===== src/rtl/ods_pkg.sv =====
// Shared types and constants for the output data shifter sequencer.
package ods_pkg;

  localparam int unsigned CNT_W     = 16;
  localparam int unsigned NUM_LANES = 3;
  localparam int unsigned LANE_W    = 2;

  localparam logic [LANE_W-1:0] SEL_IDLE = 2'd3;

  typedef enum logic [1:0] {
    IDLE  = 2'd0,
    RUN   = 2'd1,
    DRAIN = 2'd2,
    DONE  = 2'd3
  } ods_state_t;

endpackage


===== src/rtl/ods_if.sv =====
// Control/handshake bundle between the ODS sequencer and its producer/consumer.
interface ods_if;
  import ods_pkg::*;

  logic              start;
  logic [CNT_W-1:0]  cfg_num_triples;
  logic              in_valid;
  logic              in_ready;
  logic [LANE_W-1:0] sel_out;
  logic              shift;
  logic              out_valid;
  logic              out_ready;
  logic              out_last;
  logic              busy;
  logic              done;

  // Producer/consumer side
  modport master (
    output start, cfg_num_triples, in_valid, out_ready,
    input  in_ready, sel_out, shift, out_valid, out_last, busy, done
  );

  // Sequencer side
  modport slave (
    input  start, cfg_num_triples, in_valid, out_ready,
    output in_ready, sel_out, shift, out_valid, out_last, busy, done
  );

endinterface


===== src/rtl/ods_ctrl.sv =====
// Sequencer for the 3-lane, 2-stage output data shifter: steers words into
// lanes, moves full triples to the output stage and counts triples per frame.
module ods_ctrl
  import ods_pkg::*;
(
  input  logic  clk,
  input  logic  arst_n_in,
  ods_if.slave  bus
);

  ods_state_t        state, state_nxt;
  logic [LANE_W-1:0] lane_cnt, lane_nxt;
  logic              s1_full, s1_nxt;
  logic              s2_full, s2_nxt;
  logic [CNT_W-1:0]  num_triples, num_nxt;
  logic [CNT_W-1:0]  acc_cnt, acc_nxt;
  logic [CNT_W-1:0]  emit_cnt, emit_nxt;

  logic              take;
  logic              shift_c;
  logic              in_ready_c;
  logic              wr;
  logic              lane_last;
  logic              last_trip;
  logic [LANE_W-1:0] sel_c;

  // State register; a synchronous reset drops any frame in flight
  always_ff @(posedge clk) begin
    if (!arst_n_in) begin
      state       <= IDLE;
      lane_cnt    <= '0;
      s1_full     <= 1'b0;
      s2_full     <= 1'b0;
      num_triples <= '0;
      acc_cnt     <= '0;
      emit_cnt    <= '0;
    end else begin
      state       <= state_nxt;
      lane_cnt    <= lane_nxt;
      s1_full     <= s1_nxt;
      s2_full     <= s2_nxt;
      num_triples <= num_nxt;
      acc_cnt     <= acc_nxt;
      emit_cnt    <= emit_nxt;
    end
  end

  // Handshake decode, stage occupancy tracking and frame sequencing
  always_comb begin
    state_nxt = state;
    lane_nxt  = lane_cnt;
    s1_nxt    = s1_full;
    s2_nxt    = s2_full;
    num_nxt   = num_triples;
    acc_nxt   = acc_cnt;
    emit_nxt  = emit_cnt;

    take       = s2_full & bus.out_ready;
    last_trip  = (emit_cnt == num_triples - CNT_W'(1));
    shift_c    = s1_full & (~s2_full | take);
    in_ready_c = (state == RUN) & (~s1_full | shift_c);
    wr         = bus.in_valid & in_ready_c;
    lane_last  = (lane_cnt == LANE_W'(NUM_LANES - 1));
    sel_c      = wr ? lane_cnt : SEL_IDLE;

    // Lane pointer and stage-1 fill; a write to lane 0 may share the edge with a shift
    if (wr) begin
      lane_nxt = lane_last ? '0 : lane_cnt + LANE_W'(1);
    end
    if (wr && lane_last) begin
      s1_nxt  = 1'b1;
      acc_nxt = acc_cnt + CNT_W'(1);
    end else if (shift_c) begin
      s1_nxt = 1'b0;
    end

    // Stage 2 stays full when a take and a refill coincide
    if (shift_c) begin
      s2_nxt = 1'b1;
    end else if (take) begin
      s2_nxt = 1'b0;
    end
    if (take) begin
      emit_nxt = emit_cnt + CNT_W'(1);
    end

    case (state)
      IDLE: begin
        if (bus.start) begin
          num_nxt   = bus.cfg_num_triples;
          lane_nxt  = '0;
          s1_nxt    = 1'b0;
          s2_nxt    = 1'b0;
          acc_nxt   = '0;
          emit_nxt  = '0;
          state_nxt = (bus.cfg_num_triples == '0) ? DONE : RUN;
        end
      end
      RUN: begin
        if (wr && lane_last && (acc_cnt == num_triples - CNT_W'(1))) begin
          state_nxt = DRAIN;
        end
      end
      DRAIN: begin
        if (take && last_trip) begin
          state_nxt = DONE;
        end
      end
      DONE: begin
        state_nxt = IDLE;
      end
      default: begin
        state_nxt = IDLE;
      end
    endcase
  end

  assign bus.in_ready  = in_ready_c;
  assign bus.sel_out   = sel_c;
  assign bus.shift     = shift_c;
  assign bus.out_valid = s2_full;
  assign bus.out_last  = s2_full & last_trip;
  assign bus.busy      = (state != IDLE);
  assign bus.done      = (state == DONE);

endmodule

===== src/flat_wrapper.sv =====
// flat-port wrapper written by rule: the top's interface ports become plain ports
module ods_ctrl_flat import ods_pkg::*;
  (clk, arst_n_in, bus_start, bus_cfg_num_triples, bus_in_valid, bus_out_ready, bus_in_ready, bus_sel_out, bus_shift, bus_out_valid, bus_out_last, bus_busy, bus_done);
  ods_if bus_i ();
  input  logic clk;
  input  logic arst_n_in;
  input wire logic [$bits(bus_i.start)-1:0] bus_start;
  input wire logic [$bits(bus_i.cfg_num_triples)-1:0] bus_cfg_num_triples;
  input wire logic [$bits(bus_i.in_valid)-1:0] bus_in_valid;
  input wire logic [$bits(bus_i.out_ready)-1:0] bus_out_ready;
  output wire logic [$bits(bus_i.in_ready)-1:0] bus_in_ready;
  output wire logic [$bits(bus_i.sel_out)-1:0] bus_sel_out;
  output wire logic [$bits(bus_i.shift)-1:0] bus_shift;
  output wire logic [$bits(bus_i.out_valid)-1:0] bus_out_valid;
  output wire logic [$bits(bus_i.out_last)-1:0] bus_out_last;
  output wire logic [$bits(bus_i.busy)-1:0] bus_busy;
  output wire logic [$bits(bus_i.done)-1:0] bus_done;
  assign bus_i.start = bus_start;
  assign bus_i.cfg_num_triples = bus_cfg_num_triples;
  assign bus_i.in_valid = bus_in_valid;
  assign bus_i.out_ready = bus_out_ready;
  assign bus_in_ready = bus_i.in_ready;
  assign bus_sel_out = bus_i.sel_out;
  assign bus_shift = bus_i.shift;
  assign bus_out_valid = bus_i.out_valid;
  assign bus_out_last = bus_i.out_last;
  assign bus_busy = bus_i.busy;
  assign bus_done = bus_i.done;
  ods_ctrl u_core (.clk(clk), .arst_n_in(arst_n_in), .bus(bus_i));
endmodule

===== config.mk =====
export PLATFORM = sky130hd
export DESIGN_NAME = ods_ctrl_flat
export DESIGN_NICKNAME = d
export VERILOG_FILES = /design/src/rtl/ods_pkg.sv /design/src/rtl/ods_if.sv /design/src/rtl/ods_ctrl.sv /design/src/flat_wrapper.sv
export SDC_FILE = /design/constraint.sdc
export NUM_CORES = 1
export LEC_CHECK = 0
export CAP_MARGIN = 20
export CORE_AREA = 2 2 96 98
export DETAILED_ROUTE_END_ITERATION = 12
export DIE_AREA = 0 0 98 100
export REMOVE_ABC_BUFFERS = 1
export SYNTH_ARGS = -nofsm -noshare
export SYNTH_HDL_FRONTEND = slang
export SYNTH_SLANG_ARGS = --single-unit

===== constraint.sdc =====
create_clock -name clk -period 6.3 [get_ports clk]
set_input_delay 0.63 -clock clk [delete_from_list [all_inputs] [get_ports clk]]
set_output_delay 0.63 -clock clk [all_outputs]
set_load 0.03 [all_outputs]

; ---- Yosys cells after proc, flatten, opt, wreduce, memory -nomap -nowiden
; Index checks and enable logic that the tools add are counted.
[totals]
in_bits = 21
ramBits = 0
reg_bits = 54
latchBits = 0
out_inout_bits = 8
romBits = 0
mem_count = 0
wordCells = 61
[op_classes]
n_mux = 24
shifts = 0
n_lt_le_gt_ge = 0
reduce_logical = 8
bitwise_logic = 9
mul = 0
n_addsub = 4
div_mod_pow = 0
eq_ne = 9
[ops]
columns = cell, count
row1 = $mux 16, 6
row2 = $add 16x1->16 const B, 2
row3 = $eq 16x16->1, 2
row4 = $mux 2, 9
row5 = $logic_not 16->1, 1
row6 = $sub 16x1->16 const B, 1
row7 = $mux 1, 8
row8 = $pmux 2 s4, 1
row9 = $eq 2x2->1 const B, 3
row10 = $and 1x1->1, 5
row11 = $ne 2x2->1 const B, 2
row12 = $logic_and 1x1->1, 3
row13 = $reduce_and 3->1, 1
row14 = $add 2x1->2 const B, 1
row15 = $eq 2x1->1 const B, 1
row16 = $logic_not 2->1, 1
row17 = $ne 2x1->1 const B, 1
row18 = $not 1->1, 2
row19 = $or 1x1->1, 2
row20 = $reduce_and 2->1, 1
row21 = $reduce_bool 2->1, 1

; ---- Logic depth before layout (Yosys ltp)
; Gate-level depths: netlist of the first run.
[depth]
ltp_word = 10
mapped_depth = 10
ltp_nobuf = 9

; ---- Worst setup path before layout of the first run
; OpenSTA, ideal clock, no wires.
[synth_path]
kind = register to output
from = register u_core.num_triples[0]
to = output port bus_out_last
t_arrival_ns = 2.612
t_required_ns = 5.670
path_stages_with_launch = 10
path_buffers = 1
path_slack_ns = 3.058
cell_sequence = dfxtp_1 inv_1 ha_1 or4b_4 buf_6 nor4_1 xnor2_1 o2111ai_1 nor3_1 o2111a_1
[synth_via]
elab_chain_len = 3
[synth_lines]
columns = item, line_no
row1 = from (decl), ods_ctrl.sv:15  ; logic [CNT_W-1:0] num_triples, num_nxt;
row2 = from (signal assigned), ods_ctrl.sv:42  ; num_triples <= num_nxt;
row3 = $sub 16x1->16, ods_ctrl.sv:59  ; last_trip = (emit_cnt == num_triples - CNT_W'(1));
row4 = $eq 16x16->1, ods_ctrl.sv:59
row5 = $and 1x1->1, ods_ctrl.sv:122  ; assign bus.out_last = s2_full & last_trip;
row6 = to (decl), flat_wrapper.sv:15  ; output wire logic [$bits(bus_i.out_last)-1:0] bus_out_last;
; Every way passes these cells.

; ---- Worst setup path after layout of the first run
; Ends and elaborated chain as after synthesis.

==> results.sh, run 1 <==
export IMPL_status="completed"
export IMPL_rows=35
export IMPL_ios=29
export IMPL_fmax_mhz=235
export IMPL_cp_max_fo=14
export IMPL_fin_skew_ns=0.00251
export IMPL_drc=0
export IMPL_avgSynthCellArea_um2=8.19
export IMPL_power_mw=0.985
export IMPL_hold_class="flip-flop to flip-flop"
export IMPL_globalRouteMet2Util_pct=29.3
export IMPL_layout_commonest_cell="dfxtp_1"
export IMPL_met1_usage_pct=23.0
export IMPL_arrival_ns=3.63
export IMPL_setup_viol=0
export IMPL_layout_drive_gt1_share_pct=6.99
export IMPL_cp_num_buf_inv=2
export IMPL_cp_start_kind="flip-flop"
export IMPL_grt_use_met3_pct=2.44
export IMPL_numClockSinks=54
export IMPL_yosysSeqAreaShare_pct=31.8
export IMPL_cts_root_buf="clkbuf_8"
export IMPL_endpoint_kind="output pin"
export IMPL_tritoncts="built"
export IMPL_crit_chain="inv_1 > ha_1 > or4b_4 > nor4_1 > xnor2_1 > o2111ai_1 > nor3_1 > o2111a_1 > clkdlybuf4s50_1"
export IMPL_vias_per_cell=5.31
export IMPL_mostFrequentLayoutCells="dfxtp_1, nand2_1, nor2_1, xor2_1, a21oi_1"
export IMPL_maxCapViolations=0
export IMPL_required_ns=5.67
export IMPL_area_growth_pct=11.3
export IMPL_fill_cells=898
export IMPL_htree_levels=2
export IMPL_critPathSlowestCell="clkdlybuf4s50_1"
export IMPL_routed_wl_mm=8.20
export IMPL_crit_family="simple AND/OR/NAND/NOR gates"
export IMPL_start_util_pct=38.3
export IMPL_maxSlewHeadroom_pct=59.0
export IMPL_synth_edf_count=0
export IMPL_grt_pass1_wl_mm=13.5
export IMPL_ys_types=57
export IMPL_route_vias_total=2865
export IMPL_gp_congestion=0.975
export IMPL_io_buffers=28
export IMPL_cts_clk_slew_worst_paths_ns=0.10
export IMPL_yosys_area_top_type="dfxtp_1"
export IMPL_peakVddDrop_mv=0.144
export IMPL_seqCellArea_mm2=0.00108
export IMPL_finalCritPeriodShare_pct=67.6
export IMPL_insertion_delay_ns=0.31
export IMPL_die_area_mm2=0.00980
export IMPL_first_iter_violations=161
export IMPL_multi_input_area_mm2=0.00211
export IMPL_yosysTopAreaCellShare_pct=31.8
export IMPL_cts_resized=0
export IMPL_hold_viol=0
export IMPL_tns_ns=0
export IMPL_antenna_found_initial=0
export IMPL_period_needed_ns=4.26
export IMPL_cts_made_buffers=5
export IMPL_nets=457
export IMPL_maxSlewViolCount=0
export IMPL_synthesis_area_mm2=0.00340
export IMPL_tightest_slew_ns=0.610
export IMPL_critPathKind="flip-flop to output pin"
export IMPL_ys_top_cells_by_area="dfxtp_1, xor2_1, xnor2_1, nand2_1, nor2_1"
export IMPL_antenna_cells=0
export IMPL_fp_dieW_um=98
export IMPL_hpwl_mm=6.35
export IMPL_core_mm2=0.00889
export IMPL_leakage_nw=1.37
export IMPL_cts_hold_buf=0
export IMPL_post_cts_buffers=0
export IMPL_slowest_delay_ns=0.66
export IMPL_cts_path_max_buffers=2
export IMPL_wl_per_cell_um=15.2
export IMPL_rsz0062_at_grt="false"
export IMPL_grt_ovfl_total=0
export IMPL_grt_pass1_vias=2683
export IMPL_yosysWarnings=0
export IMPL_grt_max_degree=24
export IMPL_firstDrtPassIters=4
export IMPL_p_per_area_mw_per_mm2=260
export IMPL_synth_ff_type="dfxtp_1"
export IMPL_top_usage_layer="met2"
export IMPL_track_usage_pct=17.2
export IMPL_die_h_um=100
export IMPL_antenna_left=0
export IMPL_synth_seq_cells=54
export IMPL_synthCells=415
export IMPL_synthArstFlopShare_pct=0
[sequential cells by signal (all words and copies together) (netlist names)]
| signal | cells |
|---|---|
| u_core.num_triples | 16 |
| u_core.acc_cnt | 16 |
| u_core.lane_cnt | 2 |
| u_core.bus.out_valid | 1 |
| u_core.state | 2 |
| u_core.emit_cnt | 16 |
| u_core.s1_full | 1 |
[metrics by stage]
| stage | setup WS, ns | std cells | utilization, % | area [µm²] | hold WS, ns |
|---|---|---|---|---|---|
| 3_5_place_dp | 2.41 | 532 | 41.3 | 3670 | 0.477 |
| 6_report | 2.04 | 540 | 42.6 | 3780 | 0.495 |
| 5_1_grt | 1.83 | 540 | 42.6 | 3780 | 0.540 |
| 4_1_cts | 2.04 | 540 | 42.6 | 3780 | 0.497 |
| 2_1_floorplan | 3.14 | 392 | - | 3250 | 0.455 |
| 3_3_place_gp | 2.48 | 532 | 41.3 | 3670 | 0.471 |
[cell families after synthesis]
group | after synthesis | synth area share [%]
fa+ha+maj | 8 | 2.94
simple gates | 181 | 27.7
buf+inv | 37 | 6.11
xor+xnor | 65 | 17.8
mux | 2 | 0.589
compound gates | 68 | 13.1
flops | 54 | 31.8
[cell usage after synthesis (all sizes together) (9+ instances only)]
| master | instances |
|---|---|
| o21ai | 13 |
| clkbuf | 15 |
| and3 | 11 |
| a21oi | 31 |
| nand3 | 11 |
| nor4 | 9 |
| nor2 | 42 |
| xnor2 | 30 |
| or3 | 13 |
| dfxtp | 54 |
| inv | 13 |
| nand2 | 49 |
| xor2 | 33 |
[layer usage]
metal	vias up	wire, µm
met5	-	0
li1	1458	-
met1	1350	3950
met3	8	281
met4	0	111
met2	49	3860
[path summary, 6_finish.rpt]
kind | from | endpoint | slack (ns) | depth (start not counted)
max reg2reg | u_core.num_triples[0] | u_core.state[0] | 3.11 | 9
min | u_core.num_triples[1] | u_core.num_triples[1] | 0.50 | 2
max | u_core.num_triples[0] | bus_out_last | 2.04 | 9
min reg2reg | u_core.num_triples[1] | u_core.num_triples[1] | 0.50 | 2
[power by group]
part	total [mW]	switching, mW	internal (mW)	leakage [nW]
logic	0.353	0.200	0.154	0.873
clock network	0.242	0.123	0.119	0.0585
registers	0.390	0.0316	0.358	0.438
total	0.985	0.354	0.631	1.37
[worst min-delay path: stages, from the launching register on]
cell and delay [ns]:
dfxtp_1 0.34, nand2_1 0.06, a21oi_1 0.05
[final cells by class]
type                    instances  area share [%]
flip-flops and latches         54            28.6
clock inverters                 3            1.16
multi-input cells             324            55.8
well taps                     111            3.67
inverters                      14            1.39
clock buffers                   5            1.82
repair buffers                 29            7.60
Note: power is estimated with default switching activity, not from simulation.
==> run 2: changes to the inputs <==
==> constraint.sdc (replaced) <==
create_clock -name clk -period 3.8 [get_ports clk]
set_input_delay 0.38 -clock clk [delete_from_list [all_inputs] [get_ports clk]]
set_output_delay 0.38 -clock clk [all_outputs]
set_load 0.03 [all_outputs]
==> run 2 against run 1 <==
Effect of this change: routed wire length shrank 0.89%; critical endpoint unchanged; non-clock buffer count grew 6; clock power grew 58%; cell count grew 1.1%; hold slack lost 0.011 ns; global-route usage shrank 0.46 points; critical path depth is the same; sequential power grew 63%; clock skew grew 0.0032 ns.
==> results.sh, run 2 (synthesized netlist as in run 1, its figures left out) <==
export IMPL_final_cells=546
export IMPL_critPathSlowestCell="or4b_4"
export IMPL_antenna_found_initial=0
export IMPL_route_vias_total=2900
export IMPL_antenna_left=0
export IMPL_endpoint_kind="output pin"
export IMPL_placed_cell_area_mm2=0.00372
export IMPL_track_usage_pct=16.7
export IMPL_cp_max_fo=14
export IMPL_nets=463
export IMPL_routed_wl_mm=8.13
export IMPL_insertion_delay_ns=0.30
export IMPL_maxCapViolations=0
export IMPL_fp_dieW_um=98
export IMPL_p_per_area_mw_per_mm2=428
export IMPL_switchingPower_mw=0.575
export IMPL_start_util_pct=38.3
export IMPL_post_cts_buffers=0
export IMPL_leakage_nw=1.40
export IMPL_cts_clk_slew_worst_paths_ns=0.09
export IMPL_gp_congestion=0.866
export IMPL_htree_levels=2
export IMPL_cts_root_buf="clkbuf_8"
export IMPL_area_growth_pct=12.6
export IMPL_status="completed"
export IMPL_tritoncts="built"
export IMPL_fin_area_mm2=0.00383
export IMPL_grt_max_degree=24
export IMPL_maxSlewViolCount=0
export IMPL_rsz0062_at_grt="false"
export IMPL_cp_start_kind="flip-flop"
export IMPL_hold_class="flip-flop to flip-flop"
export IMPL_seqCellArea_mm2=0.00108
export IMPL_antenna_cells=0
export IMPL_hold_viol=0
export IMPL_io_buffers=28
export IMPL_p_clk_share_pct=23.3
export IMPL_pwr_share_comb_pct=37.9
export IMPL_setup_worst_path_start="u_core.num_triples[1]"
export IMPL_p_int_mw=1.06
export IMPL_cts_path_max_buffers=2
export IMPL_tns_ns=0
export IMPL_cp_num_buf_inv=2
export IMPL_tightest_slew_ns=0.610
export IMPL_crit_family="simple AND/OR/NAND/NOR gates"
export IMPL_grt_ovfl_total=0
export IMPL_layout_drive_gt1_share_pct=8.51
export IMPL_slowest_delay_ns=0.60
export IMPL_numClockSinks=54
export IMPL_drc=0
export IMPL_hold_end="u_core.num_triples[1]"
export IMPL_peakVddDrop_mv=0.272
export IMPL_top_regs="u_core.acc_cnt x16, u_core.emit_cnt x16, u_core.num_triples x16"
export IMPL_cts_made_buffers=5
export IMPL_first_iter_violations=106
export IMPL_power_frac_seq_pct=38.8
export IMPL_mostFrequentLayoutCells="dfxtp_1, nand2_1, nor2_1, xor2_1, a21oi_1"
export IMPL_reg2regPathDepth=9
export IMPL_wl_per_cell_um=14.9
export IMPL_firstDrtPassIters=5
export IMPL_rr_startpoint="u_core.num_triples[1]"
export IMPL_worstHoldPathCells=2
export IMPL_maxSlewHeadroom_pct=59.2
export IMPL_period_needed_ns=3.44
export IMPL_finalCritPeriodShare_pct=90.6
export IMPL_die_h_um=100
export IMPL_fill_cells=908
export IMPL_grt_pass1_vias=2652
export IMPL_rows=35
export IMPL_switching_share_pct=35.1
export IMPL_fmax_mhz=291
export IMPL_layout_commonest_cell="dfxtp_1"
export IMPL_grt_pass1_wl_mm=13.2
export IMPL_worstReg2RegEnd="u_core.state[0]"
export IMPL_ios=29
export IMPL_setup_viol=0
export IMPL_fin_skew_ns=0.00572
export IMPL_reg2reg_slack_ns=0.67
export IMPL_crit_chain="inv_1 > ha_1 > or4b_4 > or3_2 > a22oi_1 > o211ai_1 > nor3_1 > o2111a_1 > clkbuf_2"
export IMPL_hpwl_mm=6.41
export IMPL_place_inst=538
export IMPL_arrival_ns=3.06
export IMPL_die_area_mm2=0.00980
export IMPL_multi_input_area_mm2=0.00212
export IMPL_critPathKind="flip-flop to output pin"
export IMPL_required_ns=3.42
export IMPL_vias_per_cell=5.31
export IMPL_core_mm2=0.00889
export IMPL_hold_path_startpoint="u_core.num_triples[1]"
[run 2: cell count changes in the layout (fill, tap and decap cells not counted), sizes merged]
cell	change
buf	+6
clkbuf	+3
clkdlybuf4s50	-1
clkinv	-1
inv	-1
[run 2: final cells by class]
type | count | share of cell area, %
Clock inverter | 1 | 0.784
Inverter | 14 | 1.37
Sequential cell | 54 | 28.2
Tap cell | 111 | 3.63
Timing Repair Buffer | 35 | 8.56
Multi-Input combinational cell | 324 | 55.4
Clock buffer | 7 | 1.99
[run 2: how the worst max path moves through the flow]
stage	slack (ns)	cells past startpoint	to
6_report	0.36	9	bus_out_last
5_1_grt	0.16	9	bus_out_last
4_1_cts	0.16	9	bus_out_last
3_5_place_dp	0.22	9	bus_out_last
3_3_place_gp	0.35	9	bus_out_last
2_1_floorplan	0.89	8	bus_out_last
[run 2: power by group through the flow]
| stage | combinational, mW | clock, mW | sequential [mW] |
|---|---|---|---|
| final | 0.620 | 0.382 | 0.636 |
| after global routing | 0.681 | 0.411 | 0.642 |
| after CTS | 0.620 | 0.393 | 0.636 |
| after detailed placement | 0.614 | 0 | 0.649 |
| after global placement | 0.611 | 0 | 0.647 |
| after floorplan | 0.432 | 0 | 0.643 |
[run 2: metal layers]
metal  wire, µm  GRT usage (%)  vias to the layer above
met4         93           3.74                        0
met5          0              0                        -
met1       3960           22.2                     1361
met3        274           2.99                        8
li1           -              -                     1474
met2       3800           28.5                       57
[run 2: per-stage QoR]
step / power [mW] / util [%] / setup WS [ns] / hold WS (ns)
final: 1.64 / 43.1 / 0.359 / 0.484
after global routing: 1.73 / 43.1 / 0.163 / 0.531
after CTS: 1.65 / 43.1 / 0.161 / 0.486
after detailed placement: 1.26 / 41.8 / 0.215 / 0.473
after global placement: 1.26 / 41.8 / 0.350 / 0.472
after floorplan: 1.07 / - / 0.887 / 0.455
[run 2: worst register-to-register path: cells and delay by family (launching register included)]
family / cells / cell delay [ns]
compound gates: 4 / 0.77
fa+ha+maj: 1 / 0.28
buf+inv: 1 / 0.05
flops: 1 / 0.34
simple gates: 3 / 1.59
[run 2: what timing repair did]
action | 4_1_cts | 5_1_grt
gates cloned | 0 | 0
hold buffers | 0 | 0
resized for setup | 2 | 3
endpoints found under the setup margin | 1 | 1
